## config.mk

```make
export PLATFORM = sky130hd
export DESIGN_NAME = updn_cnt_sm
export DESIGN_NICKNAME = d
export VERILOG_FILES = /design/src/rtl/updn_cnt_sm.sv
export SDC_FILE = /design/constraint.sdc
export NUM_CORES = 1
export LEC_CHECK = 0
export CORE_AREA = 2 2 62 64
export CTS_CLUSTER_DIAMETER = 30
export CTS_CLUSTER_SIZE = 20
export DETAILED_ROUTE_END_ITERATION = 8
export DIE_AREA = 0 0 64 66
export PLACE_DENSITY = 0.58
export SYNTH_ARGS = -nofsm -noshare
export SYNTH_HDL_FRONTEND = slang
export SYNTH_SLANG_ARGS = --single-unit
```

## constraint.sdc

```tcl
create_clock -name clk -period 2.6 [get_ports clk]
set_input_delay 0.39 -clock clk [delete_from_list [all_inputs] [get_ports clk]]
set_output_delay 0.39 -clock clk [all_outputs]
set_load 0.005 [all_outputs]
```

## src/rtl/updn_cnt_sm.sv

```systemverilog
// Parametrised up/down counter with a one-hot control FSM, parallel load and
// selectable boundary policy (sticky error, wrap or saturate).
module updn_cnt_sm #(
  parameter int unsigned WIDTH  = 8,
  parameter int unsigned STEP_W = 2,
  parameter int unsigned MODE   = 0
) (
  input  logic              clk,
  input  logic              rst_n,
  input  logic              act,
  input  logic              up_dwn_n,
  input  logic [STEP_W-1:0] step,
  input  logic              load,
  input  logic [WIDTH-1:0]  load_val,
  input  logic              clr_err,
  output logic [WIDTH-1:0]  count,
  output logic [3:0]        state,
  output logic              ovf,
  output logic              unf,
  output logic              err,
  output logic              at_max,
  output logic              at_min
);

  typedef enum logic [3:0] {
    IDLE  = 4'b0001,
    CNTUP = 4'b0010,
    CNTDN = 4'b0100,
    ERR   = 4'b1000
  } state_e;

  localparam logic [WIDTH-1:0] MAX = '1;

  state_e           state_q, state_d;
  logic [WIDTH-1:0] count_q, count_d;
  logic             ovf_q, ovf_d;
  logic             unf_q, unf_d;
  logic [WIDTH:0]   step_ext;
  logic [WIDTH:0]   sum;
  logic [WIDTH:0]   diff;
  logic             count_en;

  assign step_ext = {{(WIDTH + 1 - STEP_W){1'b0}}, step};

  // MSB of the WIDTH+1 result flags crossing MAX (sum) or borrowing below 0 (diff).
  always_comb begin
    state_d = IDLE;
    count_d = count_q;
    ovf_d   = 1'b0;
    unf_d   = 1'b0;
    sum     = {1'b0, count_q} + step_ext;
    diff    = {1'b0, count_q} - step_ext;
    case (state_q)
      ERR: state_d = clr_err ? IDLE : ERR;
      IDLE, CNTUP, CNTDN: begin
        if (load) begin
          count_d = load_val;
        end else if (act) begin
          if (up_dwn_n) begin
            state_d = CNTUP;
            if (!sum[WIDTH]) begin
              count_d = sum[WIDTH-1:0];
            end else begin
              ovf_d = 1'b1;
              if (MODE == 0)      state_d = ERR;
              else if (MODE == 1) count_d = sum[WIDTH-1:0];
              else                count_d = MAX;
            end
          end else begin
            state_d = CNTDN;
            if (!diff[WIDTH]) begin
              count_d = diff[WIDTH-1:0];
            end else begin
              unf_d = 1'b1;
              if (MODE == 0)      state_d = ERR;
              else if (MODE == 1) count_d = diff[WIDTH-1:0];
              else                count_d = '0;
            end
          end
        end
      end
      default: state_d = IDLE;
    endcase
  end

  assign count_en = (count_d != count_q);

  always_ff @(posedge clk or negedge rst_n) begin
    if (!rst_n) begin
      state_q <= IDLE;
      ovf_q   <= 1'b0;
      unf_q   <= 1'b0;
    end else begin
      state_q <= state_d;
      ovf_q   <= ovf_d;
      unf_q   <= unf_d;
    end
  end

  always_ff @(posedge clk or negedge rst_n) begin
    if (!rst_n)        count_q <= '0;
    else if (count_en) count_q <= count_d;
  end

`ifndef SYNTHESIS
  illegal_state_a: assert property (@(posedge clk) disable iff (!rst_n)
    state_q inside {IDLE, CNTUP, CNTDN, ERR});
`endif

  assign count  = count_q;
  assign state  = state_q;
  assign ovf    = ovf_q;
  assign unf    = unf_q;
  assign err    = (state_q == ERR);
  assign at_max = (count_q == MAX);
  assign at_min = (count_q == '0);

endmodule

```

==> report_table.html, run 1 <==
<table>
<tr><th>Metric</th><th>Value</th></tr>
<tr><th colspan="2">Run status</th></tr>
<tr><td>Result of the run</td><td>complete, no violations</td></tr>
<tr><th colspan="2">Layout</th></tr>
<tr><td>Final nets</td><td>218</td></tr>
<tr><td>Most frequent cells in the layout</td><td>sky130_fd_sc_hd__clkdlybuf4s50_1, sky130_fd_sc_hd__buf_4, sky130_fd_sc_hd__dfrtp_1</td></tr>
<tr><td>Most frequent standard cell in the layout excluding fill and tap cells</td><td>sky130_fd_sc_hd__clkdlybuf4s50_1</td></tr>
<tr><td>Growth of design area from synthesis to finish</td><td>48.8%</td></tr>
<tr><td>Antenna Diode Count</td><td>0</td></tr>
<tr><td>Fraction of final layout cells sized beyond drive strength 1</td><td>20.6%</td></tr>
<tr><td>Post-Route Utilization</td><td>49.4%</td></tr>
<tr><th colspan="2">Power and ir drop</th></tr>
<tr><td>Overall power</td><td>991 uW</td></tr>
<tr><td>Largest vdd supply drop</td><td>0.185 mV</td></tr>
<tr><td>PD cells</td><td>565 nW/um2</td></tr>
<tr><td>Reported leakage power</td><td>0.000722 uW</td></tr>
<tr><th colspan="2">GRT</th></tr>
<tr><td>Grt ovf</td><td>0</td></tr>
<tr><td>First-pass GRT wire length</td><td>5.98 mm</td></tr>
<tr><td>Largest net degree at the start of global routing</td><td>15</td></tr>
<tr><td>Number of antenna violations at the first check in global routing</td><td>0</td></tr>
<tr><td>Total track usage</td><td>18.2%</td></tr>
<tr><td>Vias in the first global route</td><td>1,245</td></tr>
<tr><th colspan="2">Yosys</th></tr>
<tr><td>Proportion of synthesized chip area in sequential cells</td><td>29.8%</td></tr>
<tr><td>Number of nets produced by synthesis</td><td>163</td></tr>
<tr><td>FF+latch count, synth</td><td>14</td></tr>
<tr><td>Post-synthesis adder-cell area fraction</td><td>8.70%</td></tr>
<tr><td>Most frequently used flop master after synthesis</td><td>sky130_fd_sc_hd__dfrtp_1</td></tr>
<tr><td>Syn_area_per_cell</td><td>8.42 um2</td></tr>
<tr><td>Basic-gate share of the synthesized area counting and, or, nand and nor cells</td><td>30.6%</td></tr>
<tr><td>Number of synthesized flops with an enable pin</td><td>0</td></tr>
<tr><td>Async set-or-reset flop fraction in the synthesized netlist</td><td>100%</td></tr>
<tr><td>Yosys Warn Count</td><td>0</td></tr>
<tr><td>Count of mapped cells out of synthesis</td><td>140</td></tr>
<tr><td>Cell area after synthesis</td><td>1180 um2</td></tr>
<tr><td>Xor and xnor fraction of the mapped netlist area</td><td>3.72%</td></tr>
<tr><td>Mux contribution to synthesized area</td><td>0.849%</td></tr>
<tr><td>Complex-gate fraction of the synthesized area</td><td>21.0%</td></tr>
<tr><td>Combinational family with the most area after synthesis</td><td>simple AND/OR/NAND/NOR gates</td></tr>
<tr><td>Library cells used by synthesis</td><td>51</td></tr>
<tr><th colspan="2">Clocking</th></tr>
<tr><td>Clock transition at the registers of the reported paths</td><td>0.09 ns</td></tr>
<tr><td>Sinks on Clock Net</td><td>14</td></tr>
<tr><td>Total CTS buffers</td><td>3</td></tr>
<tr><td>Post-CTS Hold Fix Bufs</td><td>0</td></tr>
<tr><td>Maximum clock insertion buffer count</td><td>2</td></tr>
<tr><td>Gates resized, CTS repair</td><td>0</td></tr>
<tr><td>Post-CTS setup repair buffer count</td><td>0</td></tr>
<tr><td>CTS H-tree lvls</td><td>1</td></tr>
<tr><td>Clk root buf</td><td>sky130_fd_sc_hd__clkbuf_4</td></tr>
<tr><td>Clock latency at the later pin of the worst-skew pair</td><td>0.28 ns</td></tr>
<tr><td>CTS tree</td><td>built</td></tr>
<tr><th colspan="2">Drt</th></tr>
<tr><td>DRC Markers</td><td>0</td></tr>
<tr><td>Detail-routed net length per standard cell</td><td>14.7 um</td></tr>
<tr><td>DR pass1 iterations</td><td>4</td></tr>
<tr><td>WL final</td><td>3.56 mm</td></tr>
<tr><td>Average vias per placed instance</td><td>5.36</td></tr>
<tr><td>Detailed Route Iter0 Violations</td><td>76</td></tr>
<tr><td>Number of nets with antenna violations after routing</td><td>0</td></tr>
<tr><td>Number of vias in the routed layout</td><td>1,296</td></tr>
<tr><th colspan="2">Critical path</th></tr>
<tr><td>Kind of critical path</td><td>register to output pin</td></tr>
<tr><td>Number of cells traversed by the worst register-to-register path</td><td>10</td></tr>
<tr><td>Crit path from</td><td>count[7]</td></tr>
<tr><td>Largest fanout of any net on the critical path</td><td>5</td></tr>
<tr><td>Capturing element type of the critical path</td><td>output pin</td></tr>
<tr><td>Register-to-register setup slack</td><td>0.25 ns</td></tr>
<tr><td>Origin of the critical flop-to-flop path</td><td>count[0]</td></tr>
<tr><td>Worst EP required</td><td>2.21 ns</td></tr>
<tr><td>Startpoint type of the worst setup path</td><td>register</td></tr>
<tr><td>WP data arrival</td><td>2.12 ns</td></tr>
<tr><td>Crit Reg-Reg Endpoint</td><td>count[4]</td></tr>
<tr><th colspan="2">Floorplanning</th></tr>
<tr><td>DIE AREA</td><td>4220 um2</td></tr>
<tr><td>Die W</td><td>64 um</td></tr>
<tr><td>Top Ports</td><td>33</td></tr>
<tr><td>Die Y</td><td>66 um</td></tr>
<tr><td>Placeable core region</td><td>3550 um2</td></tr>
<tr><td>Initial Utilization</td><td>33.2%</td></tr>
<tr><td>Number of rows in the core area</td><td>22</td></tr>
<tr><th colspan="2">STA</th></tr>
<tr><td>Finish-stage setup viols</td><td>0</td></tr>
<tr><td>Min Tclk post-route</td><td>2.51 ns</td></tr>
<tr><td>Fmax</td><td>399 MHz</td></tr>
<tr><td>Pins over their slew limit</td><td>0</td></tr>
<tr><td>Post-route setup TNS</td><td>0 ns</td></tr>
<tr><td>Worst clock skew</td><td>0.000766 ns</td></tr>
<tr><td>Share of the cycle needed by the critical path after routing</td><td>96.4%</td></tr>
<tr><td>Headroom to the max-slew limit</td><td>55.9%</td></tr>
<tr><td>Count of endpoints failing hold in the final timing report</td><td>0</td></tr>
<tr><td>Setup repair after global routing missed its margin</td><td>false</td></tr>
<tr><td>Slew of the pin with the lowest slew margin</td><td>0.659 ns</td></tr>
<tr><th colspan="2">Run</th></tr>
<tr><td>Maxcap violations</td><td>0</td></tr>
<tr><th colspan="2">Placed design</th></tr>
<tr><td>Final HPWL from detailed placement</td><td>2.80 mm</td></tr>
<tr><td>Routability congestion estimate</td><td>0.904</td></tr>
<tr><td>IO buf count</td><td>32</td></tr>
<tr><th colspan="2">Hold path</th></tr>
<tr><td>HP Class</td><td>input port to async pin</td></tr>
</table>
[registers in the layout (all words and copies together) (netlist names)]
signal and cells:
ovf 1, unf 1, state 4, count 8
[logic make-up (layout without fill, tap and decap cells)]
group,after synthesis,in the layout
adder cells (fa/ha/maj),7,7
flip-flops,14,14
buffers and inverters,16,70
AND/OR/NAND/NOR,62,62
multiplexers,1,1
AO/OA/AOI/OAI,35,35
XOR/XNOR,5,5
[worst max-delay path by stage]
stage / endpoint / slack [ns] / cells past startpoint
after floorplan: count[0] / 0.21 / 9
after global placement: count[0] / -0.11 / 9
after detailed placement: count[0] / -0.18 / 9
after CTS: at_min / 0.09 / 3
after global routing: at_min / 0.03 / 3
final: at_min / 0.09 / 3
[where the power goes]
part           internal, uW  switching (uW)  total (uW)
combinational           279             254         533
clock                  85.2            76.0         161
sequential              252            45.1         297
total                   616             375         991
[Yosys cell counts (2+ instances only)]
library cell | instances | area [um2]
sky130_fd_sc_hd__a211o_1 | 2 | 17.5
sky130_fd_sc_hd__a21oi_1 | 2 | 10.0
sky130_fd_sc_hd__a22oi_1 | 3 | 22.5
sky130_fd_sc_hd__and2_1 | 2 | 12.5
sky130_fd_sc_hd__buf_2 | 2 | 10.0
sky130_fd_sc_hd__clkbuf_1 | 5 | 18.8
sky130_fd_sc_hd__dfrtp_1 | 13 | 325
sky130_fd_sc_hd__fa_1 | 2 | 40.0
sky130_fd_sc_hd__ha_1 | 5 | 62.6
sky130_fd_sc_hd__inv_1 | 9 | 33.8
sky130_fd_sc_hd__nand2_1 | 11 | 41.3
sky130_fd_sc_hd__nand2b_1 | 4 | 25.0
sky130_fd_sc_hd__nand3_1 | 2 | 10.0
sky130_fd_sc_hd__nand3b_1 | 2 | 15.0
sky130_fd_sc_hd__nor2_1 | 10 | 37.5
sky130_fd_sc_hd__nor3_1 | 8 | 40.0
sky130_fd_sc_hd__nor4_1 | 6 | 37.5
sky130_fd_sc_hd__o21ai_0 | 12 | 60.1
sky130_fd_sc_hd__o22ai_1 | 2 | 12.5
sky130_fd_sc_hd__or3_1 | 3 | 18.8
sky130_fd_sc_hd__or4_1 | 2 | 15.0
sky130_fd_sc_hd__xnor2_1 | 2 | 17.5
sky130_fd_sc_hd__xor2_1 | 3 | 26.3
[metrics by stage]
step / hold WS (ns) / instance area, um2 / setup WS, ns / cells
after floorplan: 0.0944 / 1180 / 0.214 / 140
after global placement: 0.630 / 1720 / -0.112 / 238
after detailed placement: 0.647 / 1720 / -0.176 / 238
after CTS: 0.520 / 1750 / 0.0865 / 242
after global routing: 0.554 / 1750 / 0.0326 / 242
final: 0.503 / 1750 / 0.0948 / 242
[critical path, stage by stage (launching register included)]
cell and delay (ns):
sky130_fd_sc_hd__dfrtp_1 0.39, sky130_fd_sc_hd__or4_4 0.58, sky130_fd_sc_hd__nor4_1 0.30, sky130_fd_sc_hd__clkdlybuf4s50_1 0.57
[area by class of cell]
class / instances / area (um2)
Sequential cell: 14 / 352
Timing Repair Buffer: 57 / 508
Multi-Input combinational cell: 110 / 764
Fill cell: 351 / 1800
Tap cell: 48 / 60.1
Clock buffer: 4 / 36.3
Inverter: 9 / 33.8
[routing by layer]
layer	global-route usage, %	routed length, um	part of all wire, %
met3	2.56	286	8.0
met5	0	0	0
met4	5.71	27	0.76
met2	30.2	1630	46
met1	24.4	1610	45
Power figures use the tool's default switching activity.
==> inputs of run 2 (changes only) <==
--- a/config.mk
+++ b/config.mk
@@ -6,11 +6,12 @@
 export NUM_CORES = 1
 export LEC_CHECK = 0
 export CORE_AREA = 2 2 62 64
-export CTS_CLUSTER_DIAMETER = 30
+export CTS_CLUSTER_DIAMETER = 50
 export CTS_CLUSTER_SIZE = 20
 export DETAILED_ROUTE_END_ITERATION = 8
 export DIE_AREA = 0 0 64 66
 export PLACE_DENSITY = 0.58
+export SETUP_SLACK_MARGIN = 0.02
 export SYNTH_ARGS = -nofsm -noshare
 export SYNTH_HDL_FRONTEND = slang
 export SYNTH_SLANG_ARGS = --single-unit
==> results of run 2 <==
Final layout, timing and power as in run 1 (identical DEF).
